===== src/rtl/nibble_serial_adder_ctrl_if.sv =====
// Operand/result handshake bundle for the nibble-serial adder sequencer.
// The master drives operands and out_ready; the slave returns the result.
interface nibble_serial_adder_ctrl_if #(
  parameter int unsigned NIBBLES = 4
);
  localparam int unsigned W = 4 * NIBBLES;

  logic         in_valid;
  logic         in_ready;
  logic [W-1:0] op_a;
  logic [W-1:0] op_b;
  logic         op_cin;
  logic         out_valid;
  logic         out_ready;
  logic [W-1:0] result;
  logic         result_cout;

  modport master (
    output in_valid, op_a, op_b, op_cin, out_ready,
    input  in_ready, out_valid, result, result_cout
  );

  modport slave (
    input  in_valid, op_a, op_b, op_cin, out_ready,
    output in_ready, out_valid, result, result_cout
  );
endinterface


===== src/rtl/nibble_serial_adder_ctrl.sv =====
// Sequences a W-bit addition through an external 4-bit adder slice, one nibble
// per cycle, with the carry chained in a register between slices.
module nibble_serial_adder_ctrl #(
  parameter int unsigned NIBBLES = 4
) (
  input  logic                       clk,
  input  logic                       reset,
  nibble_serial_adder_ctrl_if.slave  bus,
  output logic [3:0]                 add_a,
  output logic [3:0]                 add_b,
  output logic                       add_cin,
  input  logic [3:0]                 add_sum,
  input  logic                       add_cout,
  output logic                       busy
);
  localparam int unsigned W     = 4 * NIBBLES;
  localparam int unsigned CNT_W = (NIBBLES > 1) ? $clog2(NIBBLES) : 1;
  localparam logic [CNT_W-1:0] CNT_LAST = CNT_W'(NIBBLES - 1);

  typedef enum logic [1:0] {
    S_IDLE = 2'd0,
    S_RUN  = 2'd1,
    S_DONE = 2'd2
  } state_e;

  state_e           state_q,     state_d;
  logic [CNT_W-1:0] cnt_q,       cnt_d;
  logic             carry_q,     carry_d;
  logic [W-1:0]     a_sh_q,      a_sh_d;
  logic [W-1:0]     b_sh_q,      b_sh_d;
  logic [W-1:0]     res_sh_q,    res_sh_d;
  logic             in_ready_q,  in_ready_d;
  logic             out_valid_q, out_valid_d;
  logic             busy_q,      busy_d;

  // Next-state, datapath and adder drive.
  always_comb begin
    state_d  = state_q;
    cnt_d    = cnt_q;
    carry_d  = carry_q;
    a_sh_d   = a_sh_q;
    b_sh_d   = b_sh_q;
    res_sh_d = res_sh_q;
    add_a    = 4'd0;
    add_b    = 4'd0;
    add_cin  = 1'b0;

    unique case (state_q)
      S_IDLE: begin
        if (bus.in_valid) begin
          state_d  = S_RUN;
          a_sh_d   = bus.op_a;
          b_sh_d   = bus.op_b;
          carry_d  = bus.op_cin;
          res_sh_d = '0;
          cnt_d    = '0;
        end
      end
      S_RUN: begin
        add_a    = a_sh_q[3:0];
        add_b    = b_sh_q[3:0];
        add_cin  = carry_q;
        // New nibble enters at the top so nibble 0 lands in the LSBs at the end.
        res_sh_d = (res_sh_q >> 4) | (W'(add_sum) << (W - 4));
        carry_d  = add_cout;
        a_sh_d   = a_sh_q >> 4;
        b_sh_d   = b_sh_q >> 4;
        cnt_d    = cnt_q + CNT_W'(1);
        if (cnt_q == CNT_LAST) begin
          state_d = S_DONE;
        end
      end
      S_DONE: begin
        if (bus.out_ready) begin
          state_d = S_IDLE;
        end
      end
      default: state_d = S_IDLE;
    endcase

    in_ready_d  = (state_d == S_IDLE);
    out_valid_d = (state_d == S_DONE);
    busy_d      = (state_d == S_RUN);
  end

  always_ff @(posedge clk) begin
    if (reset) begin
      state_q     <= S_IDLE;
      cnt_q       <= '0;
      carry_q     <= 1'b0;
      a_sh_q      <= '0;
      b_sh_q      <= '0;
      res_sh_q    <= '0;
      in_ready_q  <= 1'b1;
      out_valid_q <= 1'b0;
      busy_q      <= 1'b0;
    end else begin
      state_q     <= state_d;
      cnt_q       <= cnt_d;
      carry_q     <= carry_d;
      a_sh_q      <= a_sh_d;
      b_sh_q      <= b_sh_d;
      res_sh_q    <= res_sh_d;
      in_ready_q  <= in_ready_d;
      out_valid_q <= out_valid_d;
      busy_q      <= busy_d;
    end
  end

  // Result registers persist through IDLE until the next accept clears them.
  assign bus.in_ready    = in_ready_q;
  assign bus.out_valid   = out_valid_q;
  assign bus.result      = res_sh_q;
  assign bus.result_cout = carry_q;
  assign busy            = busy_q;
endmodule

===== src/flat_wrapper.sv =====
// flat-port wrapper written by rule: the top's interface ports become plain ports
module nibble_serial_adder_ctrl_flat 
#(
  parameter int unsigned NIBBLES = 4
)
  (clk, reset, add_a, add_b, add_cin, add_sum, add_cout, busy, bus_in_valid, bus_op_a, bus_op_b, bus_op_cin, bus_out_ready, bus_in_ready, bus_out_valid, bus_result, bus_result_cout);
  nibble_serial_adder_ctrl_if #(.NIBBLES(NIBBLES)) bus_i ();
  input  logic clk;
  input  logic reset;
  output logic [3:0] add_a;
  output logic [3:0] add_b;
  output logic add_cin;
  input  logic [3:0] add_sum;
  input  logic add_cout;
  output logic busy;
  input wire logic [$bits(bus_i.in_valid)-1:0] bus_in_valid;
  input wire logic [$bits(bus_i.op_a)-1:0] bus_op_a;
  input wire logic [$bits(bus_i.op_b)-1:0] bus_op_b;
  input wire logic [$bits(bus_i.op_cin)-1:0] bus_op_cin;
  input wire logic [$bits(bus_i.out_ready)-1:0] bus_out_ready;
  output wire logic [$bits(bus_i.in_ready)-1:0] bus_in_ready;
  output wire logic [$bits(bus_i.out_valid)-1:0] bus_out_valid;
  output wire logic [$bits(bus_i.result)-1:0] bus_result;
  output wire logic [$bits(bus_i.result_cout)-1:0] bus_result_cout;
  assign bus_i.in_valid = bus_in_valid;
  assign bus_i.op_a = bus_op_a;
  assign bus_i.op_b = bus_op_b;
  assign bus_i.op_cin = bus_op_cin;
  assign bus_i.out_ready = bus_out_ready;
  assign bus_in_ready = bus_i.in_ready;
  assign bus_out_valid = bus_i.out_valid;
  assign bus_result = bus_i.result;
  assign bus_result_cout = bus_i.result_cout;
  nibble_serial_adder_ctrl #(.NIBBLES(NIBBLES)) u_core (.clk(clk), .reset(reset), .bus(bus_i), .add_a(add_a), .add_b(add_b), .add_cin(add_cin), .add_sum(add_sum), .add_cout(add_cout), .busy(busy));
endmodule

===== config.mk =====
export PLATFORM = sky130hd
export DESIGN_NAME = nibble_serial_adder_ctrl_flat
export DESIGN_NICKNAME = d
export VERILOG_FILES = /design/src/rtl/nibble_serial_adder_ctrl_if.sv /design/src/rtl/nibble_serial_adder_ctrl.sv /design/src/flat_wrapper.sv
export SDC_FILE = /design/constraint.sdc
export NUM_CORES = 1
export LEC_CHECK = 0
export BUFFER_PORTS_ARGS = -buffer_cell sky130_fd_sc_hd__clkbuf_2
export CELL_PAD_IN_SITES_DETAIL_PLACEMENT = 1
export CELL_PAD_IN_SITES_GLOBAL_PLACEMENT = 2
export CORE_UTILIZATION = 27
export CTS_CLUSTER_SIZE = 20
export DETAILED_ROUTE_END_ITERATION = 10
export MAX_ROUTING_LAYER = met4
export PLACE_DENSITY_LB_ADDON = 0.25
export SLEW_MARGIN = 10
export SYNTH_ARGS = -nofsm -noshare
export SYNTH_HDL_FRONTEND = slang
export SYNTH_SLANG_ARGS = --single-unit

===== constraint.sdc =====
create_clock -name clk -period 1.4 [get_ports clk]
set_input_delay 0.28 -clock clk [delete_from_list [all_inputs] [get_ports clk]]
set_output_delay 0.28 -clock clk [all_outputs]
set_load 0.02 [all_outputs]

# After elaboration in Yosys (flattened, before gate mapping)

Index checks and enable logic that the tools add are counted.

Register bits after elaboration: 56
Bits in latches: 0
Memory bits (writable): 0
Memory bits (read-only): 0
Input bits: 42
Output and inout bits: 29
Logic and storage cells: 38
Memories kept: 0

Add/sub/neg operators: 1
Multipliers: 0
Divide/modulo/power cells: 0
Magnitude comparators: 0
Equality and inequality tests: 6
Shift-type cells: 0
Multiplexer cells: 17
Bitwise gates (word level): 1
Reduce and logical (&&, ||, !) cells: 4

Operators by type and width:

| kind                                                            | count |
|---|---|
| 16-bit case mux with 2 select lines                             | 3 |
| 16-bit two-way mux                                              | 3 |
| 12-bit by 16-bit OR with 16-bit output                          | 1 |
| 2-bit two-way mux                                               | 4 |
| 4-bit two-way mux                                               | 2 |
| 2-bit == test, second input constant                            | 3 |
| 2-bit case mux with 3 select lines                              | 1 |
| 2-bit by 1-bit == test with 1-bit output, second input constant | 2 |
| 2-bit zero test                                                 | 2 |
| 2-bit case mux with 2 select lines                              | 1 |
| 2-bit by 1-bit adder with 2-bit output, second input constant   | 1 |
| 1-bit two-way mux                                               | 2 |
| 2-bit != test, second input constant                            | 1 |
| 1-bit case mux with 2 select lines                              | 1 |
| 2-bit AND reduction                                             | 1 |
| 2-bit nonzero test                                              | 1 |

# Depth between registers and ports, before layout

Gate-level depths: netlist of run 1.

Word-level depth: 4
Gate-level depth with buffers: 6
Depth with buffers taken out: 3

# Least setup slack after synthesis of run 1

No wires, ideal clock.

Kind: register -> output
Start: register u_core.state_q[0]
End: output add_cin
Arrival time: 1.148 ns
Data required time: 1.120 ns
Setup slack: -0.028 ns
Cell stages (with the launch flop): 6
Buffers on the path: 3
Path through: dfxtp_1 -> buf_6 -> nor2b_1 -> buf_2 -> buf_2 -> and2_1

Cells in the longest elaborated chain, start to end: 2

RTL lines:

| what                                     | RTL line                       | text |
|---|---|---|
| start, declared                          | nibble_serial_adder_ctrl.sv:26 | `state_e state_q, state_d;` |
| start signal, assigned                   | nibble_serial_adder_ctrl.sv:98 | `state_q <= state_d;` |
| 2-bit by 1-bit == test with 1-bit output | nibble_serial_adder_ctrl.sv:48 | `unique case (state_q)` |
| 1-bit two-way mux                        | nibble_serial_adder_ctrl.sv:48 |  |
| end, declared                            | flat_wrapper.sv:12             | `output logic add_cin;` |

Every way passes these cells.

# Worst setup path after layout of run 1

Start: register u_core.state_q[1]
End: output add_b[0]

Cells in the longest elaborated chain, start to end: 2

RTL lines:

| what                                     | RTL line                       | text |
|---|---|---|
| 2-bit by 1-bit == test with 1-bit output | nibble_serial_adder_ctrl.sv:48 |  |
| 4-bit two-way mux                        | nibble_serial_adder_ctrl.sv:48 |  |
| end, declared                            | flat_wrapper.sv:11             | `output logic [3:0] add_b;` |

Every way passes these cells.

==> out/metrics.cfg, run 1 <==
[cts]
clk_pin_slew_ns=0.10
clk_latency_ns=0.31
cts_tree=yes
ctsHoldBuffers=0
cts-root-buf=clkbuf_8
h-tree-depth=2
clock-sinks=56
clk_path_buf_depth=2
cts_buffers=5

[drt]
drtAntennaViolNets=0
wirelength_um=5770
drtPass1Iterations=4
routedWlPerCell_um=14.3
vias=1899
drt_first_iter_violations=69
viasPerCell=4.71
drc=0

[pwr]
peakVddDrop_mv=0.367
p_leak_nw=1.27
power_density_mw_per_mm2=1130

[worst_setup_path]
criticalPathCategory=register to output port
critical_path.max_fanout=7
critPathMaxStageDelay_ns=0.39
path_depth=3
cpMaxStageDelayCell=dfxtp_4
reg2reg_slack_ns=0.07
crit_family=flip-flops
worstPathArrival_ns=1.16
endpoint_kind=output port
critPathRequiredTime_ns=1.12
crit_chain=nand2b_4, nor2_2, clkbuf_8
timing.critical_path.buf_inv=1
worstRegToRegCells=7
cp-start-kind=register

[die]
row_count=32
core-area_sq_mm=0.00789
start_util=0.285
fp.dieW_um=93.3
io_pins=71
die_area_sq_mm=0.00871
die_y_um=93.3

[sta]
rsz0062_at_grt=yes
hold_viol=0
slew_viol_final=0
slew_headroom=0.740
tightestPinTransition_ns=0.389
min_period_ns=1.44
fin_worst_skew_ns=0.00995
period_share=1.03
fin_tns_setup_ns=-0.232
hold_slack_ns=0.208
max_clock_freq_ghz=0.695
setup_violations=8
setup_ws_ns=-0.0387

[finish]
final_cell_area_sq_mm=0.00301
fin_nets=343
area_growth_pct=33.9
fin_util=0.382
fillers=921
drive_above_1_share=0.425
diodes=0

[synth]
yosys_warnings=0
ys_seq_area_frac=0.498
syn_area_sq_mm=0.00225
synth_area_leaders=dfxtp_1 (50%), o22ai_2 (11%), a211oi_1 (8.7%), a22oi_1 (8.3%), nor2_1 (6.0%)
ys_async_sr_fraction=0
synth_fp_nets=270
avgSynthCellArea_sq_um=9.92
synth_commonest_cells=dfxtp_1 (56), nor2_1 (36), a211oi_1 (26)
yosys_most_used_dff=dfxtp_1
synth_top_area_cell=dfxtp_1
yosys_register_bits=56
synth_top_area_share=0.498
synth_edf_count=0
synth.most_common_cell=dfxtp_1
netlist_instances=227
yosysUniqueCellTypes=24

[grt]
grt_usage=0.144
antenna_found_initial=0
grt_pass1_vias=1869
globalRouteOverflowTotal=0
grt_max_degree=57
grt_pass1_wl_um=9400

[placement]
dp_slack_ns=-0.00517
postPlaceCellArea_sq_mm=0.00274
hpwl_um=3760
portBuffers=70
gp_congestion=0.677

[run_status]
status=finished, violations left
failed_checks=setup timing

[hold_path]
holdCritPathClass=input pin to register
holdPathStages=3

[job]
drv_cap=0

[worst reg2reg max path, stage by stage (launching register included)]
cell	delay, ns
dfxtp_4	0.42
buf_12	0.12
nand2b_4	0.05
buf_4	0.15
buf_4	0.13
buf_4	0.15
o22ai_2	0.15
a211oi_1	0.06
[layout make-up]
cell class | instances | area [sq um] | share of cell area
clock inverter | 2 | 38.8 | 0.0129
timing repair buffer | 86 | 569 | 0.189
clock buffer | 6 | 72.6 | 0.0241
inverter | 24 | 90.1 | 0.0299
tap | 102 | 128 | 0.0424
sequential | 56 | 1130 | 0.375
multi-input combinational | 127 | 986 | 0.327
[sequential cells by signal, summed over array words and instances (netlist names)]
name / cells
u_core.bus.result: 16
u_core.busy: 1
u_core.cnt_q: 2
u_core.bus.result_cout: 1
u_core.a_sh_q: 16
u_core.bus.out_valid: 1
u_core.b_sh_q: 16
u_core.bus.in_ready: 1
u_core.state_q: 2
[power by group]
part           total, mW  switching (mW)  internal, mW
combinational      0.564           0.293         0.271
clock               1.09           0.550         0.542
sequential          1.74          0.0572          1.68
total               3.40           0.901          2.50
[timing repair]
item / 4_1_cts / 5_1_grt
cloned: 1 / 0
buffers inserted: 4 / 1
endpoints found under the setup margin: 28 / 10
resized for setup: 26 / 9
pin swaps: 2 / 1
endpoints found under the hold margin: 0 / 0
[worst paths after layout]
kind / start / endpoint
hold / removal: bus_op_a[15] / u_core.a_sh_q[15]
hold reg to reg: u_core.b_sh_q[6] / u_core.b_sh_q[6]
setup / recovery: u_core.state_q[1] / add_b[0]
setup reg to reg: u_core.state_q[0] / u_core.b_sh_q[1]
[routing by layer]
metal | track usage | up-vias | wire (um)
li1 | - | 949 | -
met1 | 0.188 | 900 | 2840
met2 | 0.223 | 44 | 2640
met3 | 0.0325 | 6 | 217
met4 | 0.0423 | 0 | 70
met5 | - | - | 0
[cells in the final DEF, fill, tap and decap left out, types with 2 or more instances in the layout]
cell      count
clkbuf_2     61
dfxtp_1      54
nor2_1       33
a211oi_1     25
inv_1        24
a22oi_1      24
o22ai_2      21
buf_4        17
clkbuf_8      8
buf_12        4
nor2_2        3
o22ai_1       3
nand2b_4      2
mux2i_1       2
a21oi_1       2
dfxtp_4       2
[metrics by stage]
stage          cells  power [mW]
5_1_grt          403        3.57
6_report         403        3.40
3_5_place_dp     389        2.30
4_1_cts          402        3.45
3_3_place_gp     389        2.29
2_1_floorplan    227        2.11
[cell families (layout without fill, tap and decap cells)]
logic type / Yosys count / after routing / share of synthesized area
and+or+nand+nor: 43 / 44 / 0.0828
buffers and inverters: 45 / 118 / 0.0962
adders and majority gates: 1 / 1 / 0.00556
AOI/OAI and AO/OA: 79 / 79 / 0.304
muxes: 3 / 3 / 0.0139
DFF: 56 / 56 / 0.498
(Power assumes the default switching activity.)
==> run 2, diff against run 1 <==
--- a/config.mk
+++ b/config.mk
@@ -13,6 +13,7 @@
 export DETAILED_ROUTE_END_ITERATION = 10
 export MAX_ROUTING_LAYER = met4
 export PLACE_DENSITY_LB_ADDON = 0.25
+export SETUP_SLACK_MARGIN = 0.3
 export SLEW_MARGIN = 10
 export SYNTH_ARGS = -nofsm -noshare
 export SYNTH_HDL_FRONTEND = slang
==> run 2 against run 1 <==
Compared with the run above:
- the run still ends with setup timing left
- power is 14% higher
- via count increased by 12%
- utilization rose by 13 points
- global-route usage up 3.0 points
- die area did not move
- clock skew fell by 0.0027 ns
- register-to-register slack lost 0.21 ns
- worst setup slack got worse by 0.11 ns
- flip-flop and latch count unchanged
- largest cell class is now non-clock buffers
- largest power group unchanged
- highest routed layer unchanged
==> out/metrics.cfg, run 2 (synthesized netlist as in run 1, its figures left out) <==
[finish]
diodes=0
fin_nets=379
final_cell_area_sq_mm=0.00406
drive_above_1_share=0.677
fillers=857
register_area_sq_mm=0.00116
multi_input_area_sq_mm=0.00128
final_cell_mix=clkbuf_2 (42), dfxtp_1 (36), buf_4 (32)
layout_commonest_cell=clkbuf_2
final_cells=439
area_growth_pct=80.4

[grt]
grt_pass1_vias=2235
globalRouteOverflowTotal=0
grt_pass1_wl_um=11100
grt_max_degree=57
antenna_found_initial=0
grt_usage=0.174

[sta]
setup_ws_ns=-0.145
hold_viol=0
slew_headroom=0.811
max_clock_freq_ghz=0.647
period_share=1.10
tightestPinTransition_ns=0.284
slew_viol_final=0
setup_violations=41
fin_worst_skew_ns=0.00728
hold_slack_ns=0.205
rsz0062_at_grt=yes
min_period_ns=1.54

[worst_setup_path]
reg2reg_to=u_core.b_sh_q[4]
timing.critical_path.buf_inv=3
cp-start-kind=register
crit_family=buffers and inverters
criticalPathCategory=register to register
reg2reg_slack_ns=-0.14
reg2reg_from=u_core.state_q[0]
endpoint_kind=register
cpMaxStageDelayCell=or3b_4
worstPathArrival_ns=1.73
critPathMaxStageDelay_ns=0.45
worstRegToRegCells=6
critPathRequiredTime_ns=1.59
crit_chain=buf_4, or3b_4, buf_12, buf_16, o22ai_2, a211oi_1
critical_path.max_fanout=6

[cts]
cts_buffers=5
cts-root-buf=clkbuf_8
h-tree-depth=2
ctsHoldBuffers=0
clk_path_buf_depth=2
clock-sinks=56
clk_pin_slew_ns=0.10
clk_latency_ns=0.31
cts_tree=yes

[drt]
routedWlPerCell_um=16.4
drt_first_iter_violations=14
drtAntennaViolNets=0
viasPerCell=4.85
drc=0
drtPass1Iterations=3
wirelength_um=7210
vias=2127

[placement]
hpwl_um=3650
portBuffers=70
place_inst=389
gp_congestion=0.643
postPlaceCellArea_sq_mm=0.00285

[run_status]
status=finished, violations left
failed_checks=setup timing

[die]
core-area_sq_mm=0.00789
row_count=32
fp.dieW_um=93.3
start_util=0.285
die_area_sq_mm=0.00871
io_pins=71
die_y_um=93.3

[hold_path]
holdCritPathClass=input pin to register
holdCritStartpoint=bus_op_a[12]
holdPathStages=3
min_to=u_core.a_sh_q[12]

[job]
drv_cap=0

[pwr]
p_leak_nw=1.65
peakVddDrop_mv=0.427
power_density_mw_per_mm2=953
fin_total_pwr_mw=3.87

## run 2: changes by cell type in the layout (fill, tap and decap cells not counted), sizes merged
cell    before  now
buf         22   78
inv         25   24
clkbuf      70   50
bufbuf       0    2
nand2b       2    1
## run 2: final cells by class
cell class / count / share of cell area
sequential: 56 / 0.285
clock buffer: 7 / 0.0237
multi-input combinational: 126 / 0.315
inverter: 24 / 0.0222
timing repair buffer: 123 / 0.316
clock inverter: 1 / 0.00740
tap: 102 / 0.0314
## run 2: worst min-delay path, delay by kind of cell
family                 cells  cell delay [ns]
and+or+nand+nor            1             0.07
buffers and inverters      1             0.08
AOI/OAI and AO/OA          1             0.05
## run 2: what timing repair did
item                       4_1_cts  5_1_grt
cloned                           8        1
hold endpoints to repair         0        0
setup endpoints to repair       80       82
gates resized for setup        104       66
pin swaps                       10       19
setup buffers                   28        5
## run 2: routing by layer
layer / up-vias / share of wire / global-route usage / wire [um]
li1: 1031 / - / - / -
met1: 1047 / 0.41 / 0.198 / 2970
met2: 46 / 0.56 / 0.319 / 4010
met3: 3 / 0.027 / 0.0276 / 198
met4: 0 / 0.0032 / 0.0385 / 23
met5: - / 0 / - / 0
## run 2: power by group
part | switching (mW) | internal [mW] | total [mW]
Combinational | 0.435 | 0.524 | 0.959
Sequential | 0.0663 | 1.68 | 1.75
Clock | 0.526 | 0.632 | 1.16
Total | 1.03 | 2.84 | 3.87
## run 2: through the flow
step / utilization / setup WS, ns / setup TNS, ns
5_1_grt: 0.515 / -0.175 / -4.02
3_5_place_dp: 0.361 / -0.0511 / -0.0550
3_3_place_gp: 0.361 / 0.0431 / 0
4_1_cts: 0.487 / -0.135 / -2.71
6_report: 0.515 / -0.145 / -2.41
2_1_floorplan: - / 0.103 / 0
## run 2: how the worst max path moves through the flow
stage	from	to	slack, ns	depth (start not counted)
floorplan	u_core.state_q[0]	u_core.a_sh_q[1]	0.10	6
global placement	u_core.state_q[0]	add_b[3]	0.04	5
detailed placement	u_core.state_q[1]	u_core.b_sh_q[9]	-0.05	5
CTS	u_core.state_q[0]	add_b[0]	-0.14	5
global route	u_core.state_q[0]	add_b[0]	-0.18	5
finish	u_core.state_q[0]	u_core.b_sh_q[4]	-0.14	6
==> run 3, diff against run 2 <==
--- a/config.mk
+++ b/config.mk
@@ -11,7 +11,6 @@
 export CORE_UTILIZATION = 27
 export CTS_CLUSTER_SIZE = 20
 export DETAILED_ROUTE_END_ITERATION = 10
-export MAX_ROUTING_LAYER = met4
 export PLACE_DENSITY_LB_ADDON = 0.25
 export SETUP_SLACK_MARGIN = 0.3
 export SLEW_MARGIN = 10
==> run 3 against run 2 <==
Compared with the run above:
- the run still ends with setup timing left
- critical path depth stayed put
- clock power about the same
- worst hold slack barely moved
- first-iteration DRC count is 50% higher
- register-to-register slack is essentially flat
- clock skew barely moved
- critical endpoint unchanged
- largest power group unchanged
- highest routed layer unchanged
==> out/metrics.cfg, run 3 (synthesized netlist as in run 1, its figures left out) <==
[pwr]
pwr-share-clk=0.300
p_int_mw=2.84
p_leak_nw=1.65
power_density_mw_per_mm2=953
peakVddDrop_mv=0.427
seqPwrFrac=0.452
p_sw_frac=0.266
combPwrFrac=0.248
fin_total_pwr_mw=3.88
p_switching_mw=1.03

[placement]
dp_slack_ns=-0.0511
gp_congestion=0.638
portBuffers=70
hpwl_um=3650

[die]
row_count=32
core-area_sq_mm=0.00789
die_area_sq_mm=0.00871
io_pins=71
start_util=0.285
die_y_um=93.3
fp.dieW_um=93.3

[grt]
grt_pass1_vias=2231
antenna_found_initial=0
globalRouteOverflowTotal=0
grt_usage=0.169
grt_max_degree=57
grt_pass1_wl_um=11100

[hold_path]
holdCritPathClass=input pin to register
holdPathStages=3
min_to=u_core.a_sh_q[12]
holdCritStartpoint=bus_op_a[12]

[finish]
area_growth_pct=80.7
multi_input_area_sq_mm=0.00129
register_area_sq_mm=0.00116
fillers=856
diodes=0
drive_above_1_share=0.677
layout_commonest_cell=clkbuf_2
fin_nets=379
fin_util=0.516
final_cell_mix=clkbuf_2 (42), dfxtp_1 (36), buf_4 (32)

[sta]
min_period_ns=1.54
hold_viol=0
rsz0062_at_grt=yes
fin_tns_setup_ns=-2.41
setup_violations=40
period_share=1.10
slew_viol_final=0
tightestPinTransition_ns=0.284
slew_headroom=0.811
hold_slack_ns=0.205
setup_ws_ns=-0.145
max_clock_freq_ghz=0.647
fin_worst_skew_ns=0.00698

[worst_setup_path]
endpoint_kind=register
critPathRequiredTime_ns=1.59
worstPathArrival_ns=1.73
reg2reg_from=u_core.state_q[0]
critical_path.max_fanout=6
reg2reg_to=u_core.b_sh_q[4]
criticalPathCategory=register to register
reg2reg_slack_ns=-0.14
worstRegToRegCells=6
cp-start-kind=register

[cts]
ctsHoldBuffers=0
cts_tree=yes
cts_buffers=5
clock-sinks=56
h-tree-depth=2
cts-root-buf=clkbuf_8
clk_latency_ns=0.30
clk_path_buf_depth=2
clk_pin_slew_ns=0.10

[drt]
vias=2121
drc=0
drtAntennaViolNets=0
viasPerCell=4.83
drtPass1Iterations=3
drt_first_iter_violations=21
wirelength_um=7260
routedWlPerCell_um=16.5

[run_status]
status=finished, violations left
failed_checks=setup timing

[job]
drv_cap=0

run 3: cell counts in the layout (fill, tap and decap cells not counted):
No cell type changed its count.
run 3: power by group through the flow:
stage          clock (mW)  sequential [mW]  combinational (mW)
5_1_grt              1.26             1.76                1.02
2_1_floorplan           0             1.78               0.387
4_1_cts              1.18             1.74               0.873
3_5_place_dp            0             1.78               0.562
6_report             1.16             1.75               0.963
3_3_place_gp            0             1.78               0.556
run 3: area by class of cell:
| cell class | instances | share of cell area |
|---|---|---|
| Multi-Input combinational cell | 126 | 0.316 |
| Timing Repair Buffer | 123 | 0.315 |
| Sequential cell | 56 | 0.284 |
| Tap cell | 102 | 0.0314 |
| Clock buffer | 7 | 0.0237 |
| Inverter | 24 | 0.0221 |
| Clock inverter | 1 | 0.00738 |
run 3: worst max-delay path, cell delays in order (launching register included):
cell	delay, ns
dfxtp_4	0.36
buf_4	0.15
or3b_4	0.45
buf_12	0.16
buf_16	0.14
o22ai_2	0.10
a211oi_1	0.06
run 3: layer usage:
metal | vias to the layer above | track usage | wire (um)
li1 | 1030 | - | -
met1 | 1045 | 0.195 | 2970
met2 | 41 | 0.320 | 4010
met3 | 5 | 0.0317 | 228
met4 | 0 | 0.0385 | 46
met5 | - | 0 | 0
run 3: worst max-delay path by stage:
stage	start	to	slack [ns]	depth (start not counted)
3_3_place_gp	u_core.state_q[0]	add_b[3]	0.04	5
3_5_place_dp	u_core.state_q[1]	u_core.b_sh_q[9]	-0.05	5
5_1_grt	u_core.state_q[0]	add_b[0]	-0.18	5
2_1_floorplan	u_core.state_q[0]	u_core.a_sh_q[1]	0.10	6
6_report	u_core.state_q[0]	u_core.b_sh_q[4]	-0.14	6
4_1_cts	u_core.state_q[0]	add_b[0]	-0.14	5
run 3: what timing repair did:
item	CTS	global route
buffers inserted	28	5
gates cloned	8	1
endpoints found under the setup margin	80	82
gates resized for setup	104	67
endpoints found under the hold margin	0	0
pin swaps	10	19
run 3: through the flow:
step           instances  instance area, sq um
2_1_floorplan        227                  2390
3_3_place_gp         389                  2850
3_5_place_dp         389                  2850
4_1_cts              433                  3840
5_1_grt              439                  4070
6_report             439                  4070
